**config.mk**
```make
export PLATFORM = sky130hd
export DESIGN_NAME = seq_match_engine
export DESIGN_NICKNAME = d
export VERILOG_FILES = /design/src/rtl/seq_match_engine.sv
export SDC_FILE = /design/constraint.sdc
export NUM_CORES = 1
export LEC_CHECK = 0
export ABC_AREA = 1
export BUFFER_PORTS_ARGS = -buffer_cell sky130_fd_sc_hd__buf_2
export CAP_MARGIN = 20
export CORE_MARGIN = 2
export CORE_UTILIZATION = 40
export CTS_BUF_LIST = sky130_fd_sc_hd__clkbuf_8 sky130_fd_sc_hd__clkbuf_16
export DETAILED_ROUTE_END_ITERATION = 16
export HOLD_SLACK_MARGIN = 0.05
export PLACE_DENSITY = 0.59
export SETUP_SLACK_MARGIN = 0.05
export SLEW_MARGIN = 20
export SYNTH_ARGS = -nofsm -noshare
export SYNTH_HDL_FRONTEND = slang
export SYNTH_SLANG_ARGS = --single-unit
```
**constraint.sdc**
```tcl
create_clock -name clk -period 6.48 [get_ports clk]
set_clock_uncertainty 0.1 [all_clocks]
set_input_delay 1.944 -clock clk [delete_from_list [all_inputs] [get_ports clk]]
set_output_delay 1.944 -clock clk [all_outputs]
set_load 0.01 [all_outputs]
```
**src/rtl/seq_match_engine.sv**
```systemverilog
// seq_match_engine: key-sequence game engine.
// Holds a per-level key sequence memory, matches player key presses against
// the current level's sequence, enforces a per-level time limit and tracks
// level, step index and remaining lives.
// Optional build macro SEQ_MATCH_DEBOUNCE_EN inserts a key debouncer in front
// of the matcher; without it key_pressed is used directly.
module seq_match_engine #(
    parameter int KEY_W        = 4,
    parameter int MAX_LEN      = 8,
    parameter int LEVELS       = 4,
    parameter int LIVES        = 3,
    parameter int TIMEOUT      = 1000,
    parameter int DEBOUNCE_CYC = 4,
    localparam int LVL_W  = (LEVELS > 1) ? $clog2(LEVELS) : 1,
    localparam int WIDX_W = (MAX_LEN > 1) ? $clog2(MAX_LEN) : 1,
    localparam int IDX_W  = $clog2(MAX_LEN + 1),
    localparam int LIFE_W = $clog2(LIVES + 1),
    localparam int TMR_W  = $clog2(TIMEOUT + 1)
) (
    input  logic              clk,
    input  logic              reset,
    input  logic              start,
    input  logic [KEY_W-1:0]  key_pressed,
    input  logic              wr_en,
    input  logic [LVL_W-1:0]  wr_level,
    input  logic [WIDX_W-1:0] wr_idx,
    input  logic [KEY_W-1:0]  wr_key,
    output logic [KEY_W-1:0]  expected_key,
    output logic              key_match,
    output logic              key_miss,
    output logic              level_done,
    output logic              lose_life,
    output logic [LIFE_W-1:0] lives,
    output logic [LVL_W-1:0]  level,
    output logic [IDX_W-1:0]  idx,
    output logic [TMR_W-1:0]  timer_left,
    output logic              busy,
    output logic              game_over,
    output logic              game_won
);

    localparam int DEPTH  = LEVELS * MAX_LEN;
    localparam int ADDR_W = (DEPTH > 1) ? $clog2(DEPTH) : 1;
    localparam logic [KEY_W-1:0] KEY_ONES = {KEY_W{1'b1}};
    localparam logic [KEY_W-1:0] KEY_NONE = {KEY_W{1'b0}};

    // Parameter sanity: a game needs at least one life, one timer cycle and
    // a debounce window of at least one cycle.
    if (LIVES < 1 || TIMEOUT < 1 || DEBOUNCE_CYC < 1 || LEVELS < 1 || MAX_LEN < 1) begin : g_bad_param
        $error("seq_match_engine: illegal parameter value");
    end

    typedef enum logic [3:0] {
        ST_IDLE     = 4'd0,
        ST_SCAN     = 4'd1,
        ST_MATCH    = 4'd2,
        ST_MISS     = 4'd3,
        ST_WAIT_REL = 4'd4,
        ST_LVL_DONE = 4'd5,
        ST_FAIL     = 4'd6,
        ST_OVER     = 4'd7,
        ST_WIN      = 4'd8
    } state_t;

    state_t              state_r;
    state_t              state_next_s;
    logic [LIFE_W-1:0]   lives_r;
    logic [LIFE_W-1:0]   lives_next_s;
    logic [LVL_W-1:0]    level_r;
    logic [LVL_W-1:0]    level_next_s;
    logic [IDX_W-1:0]    idx_r;
    logic [IDX_W-1:0]    idx_next_s;
    logic [TMR_W-1:0]    timer_r;
    logic [TMR_W-1:0]    timer_next_s;
    logic [TMR_W-1:0]    timer_dec_s;
    logic                key_match_r;
    logic                key_miss_r;
    logic                level_done_r;
    logic                lose_life_r;
    logic                busy_r;
    logic                game_over_r;
    logic                game_won_r;

    logic [KEY_W-1:0]    mem_r [DEPTH];
    logic [ADDR_W-1:0]   wr_addr_s;
    logic                wr_ok_s;
    logic [ADDR_W-1:0]   rd_addr_s;
    logic [KEY_W-1:0]    exp_key_s;
    logic                idle_s;
    logic [KEY_W-1:0]    key_seen_s;

`ifdef SEQ_MATCH_DEBOUNCE_EN
    localparam int DB_W = $clog2(DEBOUNCE_CYC + 1);

    logic [KEY_W-1:0] db_cand_r;
    logic [KEY_W-1:0] db_key_r;
    logic [DB_W-1:0]  db_cnt_r;

    // Debouncer: a new key value is forwarded only after it has been stable
    // for DEBOUNCE_CYC consecutive cycles.
    always_ff @(posedge clk or posedge reset) begin
        if (reset) begin
            db_cand_r <= KEY_NONE;
            db_key_r  <= KEY_NONE;
            db_cnt_r  <= {DB_W{1'b0}};
        end else if (key_pressed != db_cand_r) begin
            db_cand_r <= key_pressed;
            db_cnt_r  <= {DB_W{1'b0}};
        end else if (db_cnt_r == DB_W'(DEBOUNCE_CYC - 1)) begin
            db_key_r  <= db_cand_r;
        end else begin
            db_cnt_r  <= db_cnt_r + DB_W'(1);
        end
    end

    assign key_seen_s = db_key_r;
`else
    assign key_seen_s = key_pressed;
`endif

    assign idle_s = (state_r == ST_IDLE) || (state_r == ST_OVER) || (state_r == ST_WIN);

    // Memory address decode for the write port and the combinational read.
    always_comb begin
        wr_addr_s = ADDR_W'(int'(wr_level) * MAX_LEN + int'(wr_idx));
        wr_ok_s   = wr_en && idle_s && (int'(wr_level) < LEVELS) && (int'(wr_idx) < MAX_LEN);
        rd_addr_s = ADDR_W'(int'(level_r) * MAX_LEN + int'(idx_r));
        if (int'(idx_r) < MAX_LEN) begin
            exp_key_s = mem_r[rd_addr_s];
        end else begin
            exp_key_s = KEY_ONES;
        end
    end

    // Sequence memory: resets to terminators, writable only while not playing.
    always_ff @(posedge clk or posedge reset) begin
        if (reset) begin
            for (int i = 0; i < DEPTH; i++) begin
                mem_r[i] <= KEY_ONES;
            end
        end else if (wr_ok_s) begin
            mem_r[wr_addr_s] <= wr_key;
        end
    end

    assign timer_dec_s = (timer_r == {TMR_W{1'b0}}) ? {TMR_W{1'b0}} : (timer_r - TMR_W'(1));

    // Next-state and datapath update for the game FSM.
    always_comb begin
        state_next_s = state_r;
        lives_next_s = lives_r;
        level_next_s = level_r;
        idx_next_s   = idx_r;
        timer_next_s = timer_r;
        case (state_r)
            ST_IDLE, ST_OVER, ST_WIN: begin
                if (start) begin
                    lives_next_s = LIFE_W'(LIVES);
                    level_next_s = {LVL_W{1'b0}};
                    idx_next_s   = {IDX_W{1'b0}};
                    timer_next_s = TMR_W'(TIMEOUT);
                    state_next_s = ST_SCAN;
                end else begin
                    state_next_s = state_r;
                end
            end
            ST_SCAN: begin
                timer_next_s = timer_dec_s;
                if (timer_r == {TMR_W{1'b0}}) begin
                    state_next_s = ST_FAIL;
                end else if (exp_key_s == KEY_ONES) begin
                    state_next_s = ST_LVL_DONE;
                end else if (key_seen_s == exp_key_s) begin
                    state_next_s = ST_MATCH;
                end else if (key_seen_s != KEY_NONE) begin
                    state_next_s = ST_MISS;
                end else begin
                    state_next_s = ST_SCAN;
                end
            end
            ST_MATCH: begin
                timer_next_s = timer_dec_s;
                idx_next_s   = idx_r + IDX_W'(1);
                state_next_s = ST_WAIT_REL;
            end
            ST_MISS: begin
                timer_next_s = timer_dec_s;
                idx_next_s   = {IDX_W{1'b0}};
                state_next_s = ST_WAIT_REL;
            end
            ST_WAIT_REL: begin
                timer_next_s = timer_dec_s;
                if (timer_r == {TMR_W{1'b0}}) begin
                    state_next_s = ST_FAIL;
                end else if (key_seen_s == KEY_NONE) begin
                    state_next_s = ST_SCAN;
                end else begin
                    state_next_s = ST_WAIT_REL;
                end
            end
            ST_LVL_DONE: begin
                if (level_r == LVL_W'(LEVELS - 1)) begin
                    state_next_s = ST_WIN;
                end else begin
                    level_next_s = level_r + LVL_W'(1);
                    idx_next_s   = {IDX_W{1'b0}};
                    timer_next_s = TMR_W'(TIMEOUT);
                    state_next_s = ST_SCAN;
                end
            end
            ST_FAIL: begin
                lives_next_s = lives_r - LIFE_W'(1);
                idx_next_s   = {IDX_W{1'b0}};
                if (lives_r == LIFE_W'(1)) begin
                    state_next_s = ST_OVER;
                end else begin
                    timer_next_s = TMR_W'(TIMEOUT);
                    state_next_s = ST_SCAN;
                end
            end
            default: begin
                state_next_s = ST_IDLE;
            end
        endcase
    end

    // State, datapath and registered status outputs.
    always_ff @(posedge clk or posedge reset) begin
        if (reset) begin
            state_r      <= ST_IDLE;
            lives_r      <= LIFE_W'(LIVES);
            level_r      <= {LVL_W{1'b0}};
            idx_r        <= {IDX_W{1'b0}};
            timer_r      <= {TMR_W{1'b0}};
            key_match_r  <= 1'b0;
            key_miss_r   <= 1'b0;
            level_done_r <= 1'b0;
            lose_life_r  <= 1'b0;
            busy_r       <= 1'b0;
            game_over_r  <= 1'b0;
            game_won_r   <= 1'b0;
        end else begin
            state_r      <= state_next_s;
            lives_r      <= lives_next_s;
            level_r      <= level_next_s;
            idx_r        <= idx_next_s;
            timer_r      <= timer_next_s;
            key_match_r  <= (state_next_s == ST_MATCH);
            key_miss_r   <= (state_next_s == ST_MISS);
            level_done_r <= (state_next_s == ST_LVL_DONE);
            lose_life_r  <= (state_next_s == ST_FAIL);
            busy_r       <= !((state_next_s == ST_IDLE) || (state_next_s == ST_OVER) ||
                              (state_next_s == ST_WIN));
            game_over_r  <= (state_next_s == ST_OVER);
            game_won_r   <= (state_next_s == ST_WIN);
        end
    end

    assign expected_key = exp_key_s;
    assign key_match    = key_match_r;
    assign key_miss     = key_miss_r;
    assign level_done   = level_done_r;
    assign lose_life    = lose_life_r;
    assign lives        = lives_r;
    assign level        = level_r;
    assign idx          = idx_r;
    assign timer_left   = timer_r;
    assign busy         = busy_r;
    assign game_over    = game_over_r;
    assign game_won     = game_won_r;

endmodule

```
==> metrics, run 1 <==
Resized cells post-CTS=0; htree depth=4; Layout Nets=1075; Distinct cells, synth=33; WP data arrival=2990 ps; area leader, netlist=dfstp_2; most frequent cell after synthesis=nand2_1; Synth Area per Inst=7.760 um2; Die Height=144.7 um; CTS Hold Bufs=0; Period minus WS final=5031 ps; initial core utilization=0.4067; YS warnings=0; worst skew pair latency=440 ps; Critical Path Max Stage Delay=880 ps; Worst Setup End Kind=output port; Crit Path Category=flip-flop to output port; Net Count, Synth=1042; Power Density=435.6 nW/um2; startpoint types=flip-flop; min-delay worst type=flip-flop to flip-flop; area grow syn2layout=13.12%; fillers=1967; asr flop ratio synth=1.000; Peak Freq=0.1988 GHz; Worst Path Buf+Inv=2; CP max stage cell=dfrtp_1; number of vias per cell=5.015; register area=4093 um2; ratio of cells with drive above 1 in the final layout=0.2103; Worst path top cell family by delay=buffers and inverters; clock-pin slew on the worst setup and hold paths=60 ps; Placeable Area=19460 um2; crit share post-route=0.7764; Post-Route WL=20.40 mm; CTS tree=built; Antenna Nets Post-Route=0; initial antenna violation count=0; endpoints failing setup=0; Max Slew Vio Count=0; Sum Neg Setup Slack=0 ps; leakage=3.843 nW; Reg2Reg Launch Point=idx[2]; # diodes=0; mapped cell area=7915 um2; relative slew slack=0.3431; Die Wd=144.7 um; Final Hold Viols=0; register bit count reported by yosys=157; largest cells by area after synthesis=dfstp_2, nand2_1, dfrtp_1; most frequent CP cell=nand3_1; Synth top area share=0.4316; Worst Hold Launch=mem_r[64]; Max Cap Violations=0; largest net degree at the start of global routing=108; status=finished, final reports clean; CTS Buf Count=17; final core occ=0.4600; Core Rows=51; Final HPWL DP=12.89 mm; met3 Use GR=0.04245; Tot GR Track Use=0.2080; initial detailed-routing violation count=456; met1 Use GR=0.2904; Seq/Total Area, Yosys=0.5169; 1st-pass router iterations=6; CP required=4440 ps; CP startpoint=idx[2]; I/O pins=46; vias in the first global route=6287; via total after detailed routing=6670; clock sink count=157; Buffers on Ports=45; most frequent cells after synthesis=nand2_1, o21ai_0, dfstp_2; Residual DRC=0; EDFF count, synth=0; maximum vdd drop=0.2002 mV; unrepaired setup endpoints after global routing=false; Least-Margin Pin Slew=985.4 ps; ys flop type=dfstp_2; die area=20930 um2; area occupied by multi-input gates=3246 um2; GR peak layer=met2; Routed wire per std cell=15.34 um; Placer Congestion=0.7860; Clock Tree Buf Depth=2; setup bufs post-CTS=0; crit-path max FO=20; worst path cell trace=clkinv_1 -> nand3_1 -> nand3_1 -> nand2_1 -> nand2_1 -> nand3_1 -> buf_2; met2 Usage GRT=0.3337; clock root cell=clkbuf_16; first-pass GRT wire length=33.36 mm; Post-Synthesis Cells=1020; total gr overflow=0
## final cells by class
class | count | share of cell area
sequential | 157 | 0.4571
clock buffer | 18 | 0.04905
multi-input combinational | 725 | 0.3625
timing repair buffer | 50 | 0.03158
tap | 265 | 0.03703
clock inverter | 13 | 0.01942
inverter | 102 | 0.04332
## metrics by stage
| stage | instances | total power [mW] | instance area (um2) | hold slack, ps | worst slack [ps] |
|---|---|---|---|---|---|
| after CTS | 1330 | 3.931 | 8954 | 374.3 | 1483 |
| after floorplan | 1020 | 2.505 | 7915 | 352.3 | 416.3 |
| after detailed placement | 1299 | 2.861 | 8341 | 364.8 | 1937 |
| after global routing | 1330 | 4.197 | 8954 | 390.0 | 1227 |
| after global placement | 1298 | 2.839 | 8313 | 360.7 | 2011 |
| final | 1330 | 3.900 | 8954 | 370.9 | 1449 |
## cell usage in the layout, fill, tap and decap left out, drive strengths merged
cell | netlist | layout
o21ai | 151 | 151
clkbuf | 15 | 18
a211oi | 2 | 2
nor3 | 19 | 19
ha | 5 | 5
bufinv | 0 | 4
o22a | 1 | 1
a21oi | 12 | 12
o211ai | 4 | 4
nand2 | 356 | 356
inv | 100 | 101
nor2 | 76 | 76
o22ai | 5 | 5
a2111oi | 1 | 1
nand4 | 2 | 2
buf | 21 | 50
nand3 | 79 | 79
dfstp | 130 | 130
xor2 | 3 | 3
xnor2 | 3 | 3
dfrtp | 27 | 27
o31ai | 1 | 1
clkinvlp | 0 | 1
nor4 | 2 | 2
clkinv | 2 | 9
a31oi | 3 | 3
## routing by layer
| metal | part of all wire | vias up |
|---|---|---|
| met3 | 0.044 | 23 |
| li1 | - | 3331 |
| met2 | 0.45 | 144 |
| met1 | 0.49 | 3172 |
| met5 | 0 | - |
| met4 | 0.011 | 0 |
## final timing paths
kind / end / slack (ps) / cells after the start
max reg2reg: lose_life / 3140 / 15
max in group asynchronous: mem_r[112] / 3490 / 3
min in group asynchronous: timer_left[4] / 1660 / 2
min reg2reg: mem_r[64] / 370 / 2
max: expected_key[0] / 1450 / 7
min: mem_r[64] / 370 / 2
## power by group
| part | switching, mW | internal, mW | total, mW |
|---|---|---|---|
| registers | 0.183 | 1.42 | 1.60 |
| logic | 0.826 | 0.417 | 1.24 |
| clock network | 0.405 | 0.648 | 1.05 |
## cells by family (layout without fill, tap and decap cells)
group	after synthesis	in the layout	synth area share
buffers and inverters	138	183	0.07303
and+or+nand+nor	534	534	0.2773
xor gates and xnor gates	6	6	0.006640
adders and majority gates	5	5	0.007904
DFF	157	157	0.5169
AOI/OAI and AO/OA	180	180	0.1182
## state kept, by name, indices dropped and copies added, names as in the netlist, 2 cells and up
name / count
mem_r: 128
timer_left: 10
idx: 4
state_r: 4
level: 2
lives: 2
## worst min-delay path, cell delays in order (launching register included)
cell and delay (ps):
dfstp_2 360, nand2_1 50, o21ai_1 50
Power figures use the tool's default switching activity.
==> inputs of run 2 (changes only) <==
clock period = 5.06 ns   (was 6.48 ns; I/O delays follow)
==> run 2 against run 1 <==
Combinational power rose by 31%; sequential power is 28% higher; largest cell class unchanged; total power up 27%; highest routed layer unchanged.
==> metrics, run 2 (synthesis gave the netlist of run 1 again) <==
die area=20930 um2 (unchanged); Max Cap Violations=0 (unchanged); relative slew slack=0.2978 (-0.04527); I/O pins=46 (unchanged); # diodes=0 (unchanged); Sum Neg Setup Slack=0 ps (unchanged); clock-pin slew on the worst setup and hold paths=60 ps (about the same); worst hold slack=370.1 ps (-0.8090 ps); pre-CTS WS=1302 ps (-635.5 ps); CTS tree=built; Residual DRC=0 (unchanged); Layout Nets=1081 (+0.56%); Worst path top cell family by delay=buffers and inverters; Antenna Nets Post-Route=0 (unchanged); unrepaired setup endpoints after global routing=false; Tot GR Track Use=0.2139 (+0.005864); Critical Path Max Stage Delay=720 ps (-160 ps); Least-Margin Pin Slew=1052 ps (+66.75 ps); initial detailed-routing violation count=504 (+11%); Period minus WS final=4239 ps; register area=4093 um2 (unchanged); fillers=1993 (+1.3%); Power Total=4.956 mW (+27%); WP data arrival=2620 ps (-370 ps); most frequent cells in the layout=nand2_1, o21ai_0, dfstp_2; initial core utilization=0.4067 (unchanged); Finished Cell Area=8956 um2 (about the same); most frequent CP cell=nand2_1; largest net degree at the start of global routing=93 (-14%); worst skew pair latency=430 ps (about the same); Resized cells post-CTS=0 (unchanged); Buffers on Ports=45 (unchanged); endpoints failing setup=0 (unchanged); maximum vdd drop=0.2510 mV (+25%); status=finished, final reports clean; Core Rows=51 (unchanged); Crit Path Category=flip-flop to output port; htree depth=4 (unchanged); Placer Congestion=0.8185 (+4.1%); Final Instance Count excl. Fillers=1335 (+0.38%); Largest register FFs=128 (unchanged); leakage=3.861 nW (+0.47%); R2R setup slack=2040 ps (-1100 ps); initial antenna violation count=0 (unchanged); via total after detailed routing=6663 (-0.10%); worst path cell trace=inv_2 -> nand2_1 -> nand2_1 -> nand2_1 -> nand3_1 -> nand3_1 -> nand2_1 -> nand2_1 -> nand3_1 -> buf_2; dpl cells=1305 (+0.46%); startpoint types=flip-flop; setup bufs post-CTS=0 (unchanged); area grow syn2layout=13.15% (about the same); min-delay worst type=flip-flop to flip-flop; Worst Path Buf+Inv=2 (unchanged); final worst-path setup slack=820.5 ps (-628.7 ps); Power Density=553.4 nW/um2 (+27%); CP max stage cell=inv_2; clock sink count=157 (unchanged); commonest non-fill, non-tap cell in the layout=nand2_1; CTS Buf Count=17 (unchanged); 1st-pass router iterations=6 (unchanged); clock root cell=clkbuf_16; CTS Hold Bufs=0 (unchanged); Post-Route WL=21.09 mm (+3.4%); ratio of cells with drive above 1 in the final layout=0.2084 (-0.001917); Peak Freq=0.2359 GHz; vias in the first global route=6305 (+0.29%); Routed wire per std cell=15.80 um (+3.0%); CP required=3440 ps (-1000 ps); Final Hold Viols=0 (unchanged); Placeable Area=19460 um2 (unchanged); Final HPWL DP=13.55 mm (+5.2%); crit-path max FO=56 (+180%); Max Slew Vio Count=0 (unchanged); crit share post-route=0.8378; Area after DPL=8384 um2 (+0.53%); area occupied by multi-input gates=3246 um2 (unchanged); Die Wd=144.7 um (unchanged); Biggest register=mem_r; final core occ=0.4602 (about the same); Clock Tree Buf Depth=2 (unchanged); number of vias per cell=4.991 (-0.48%); total gr overflow=0 (unchanged); Die Height=144.7 um (unchanged); Worst Setup End Kind=output port; first-pass GRT wire length=34.07 mm (+2.1%)
run 2: path summary, 6_finish.rpt:
| path | startpoint | endpoint | cells after the start |
|---|---|---|---|
| min | mem_r[32] | mem_r[32] | 2 |
| min in group asynchronous | reset | game_won | 2 |
| max | idx[0] | expected_key[1] | 10 |
| max reg2reg | idx[0] | key_match | 18 |
| min reg2reg | mem_r[32] | mem_r[32] | 2 |
| max in group asynchronous | reset | mem_r[90] | 3 |
run 2: worst register-to-register path, cell delays in order, from the launching register on:
cell	delay, ps
dfrtp_2	400
inv_2	720
nand2_1	160
nand2_1	100
nand2_1	50
nand3_1	140
nand3_1	130
nand2_1	100
nand2_1	90
nand3_1	150
nand2_1	80
nor2_2	180
nor2_1	60
nor2_1	100
nand2_1	60
nand2_1	70
nand2_2	80
nand2_1	100
nor2_1	50
run 2: area by class of cell:
class | count | share of cell area
clock buffer | 18 | 0.04904
clock inverter | 12 | 0.01481
inverter | 102 | 0.04317
multi-input combinational | 725 | 0.3624
sequential | 157 | 0.4570
tap | 265 | 0.03702
timing repair buffer | 56 | 0.03660
run 2: routing by layer:
metal / wire length (um) / global-route usage / vias up / part of all wire
met4: 306 / 0.05621 / 0 / 0.015
li1: - / - / 3344 / -
met1: 10190 / 0.3137 / 3148 / 0.48
met3: 1188 / 0.04080 / 21 / 0.056
met2: 9405 / 0.3258 / 150 / 0.45
met5: 0 / 0 / - / 0
run 2: power breakdown:
| group | switching [mW] | total [mW] | internal (mW) |
|---|---|---|---|
| registers | 0.222 | 2.04 | 1.82 |
| clock network | 0.506 | 1.28 | 0.772 |
| logic | 1.10 | 1.63 | 0.538 |
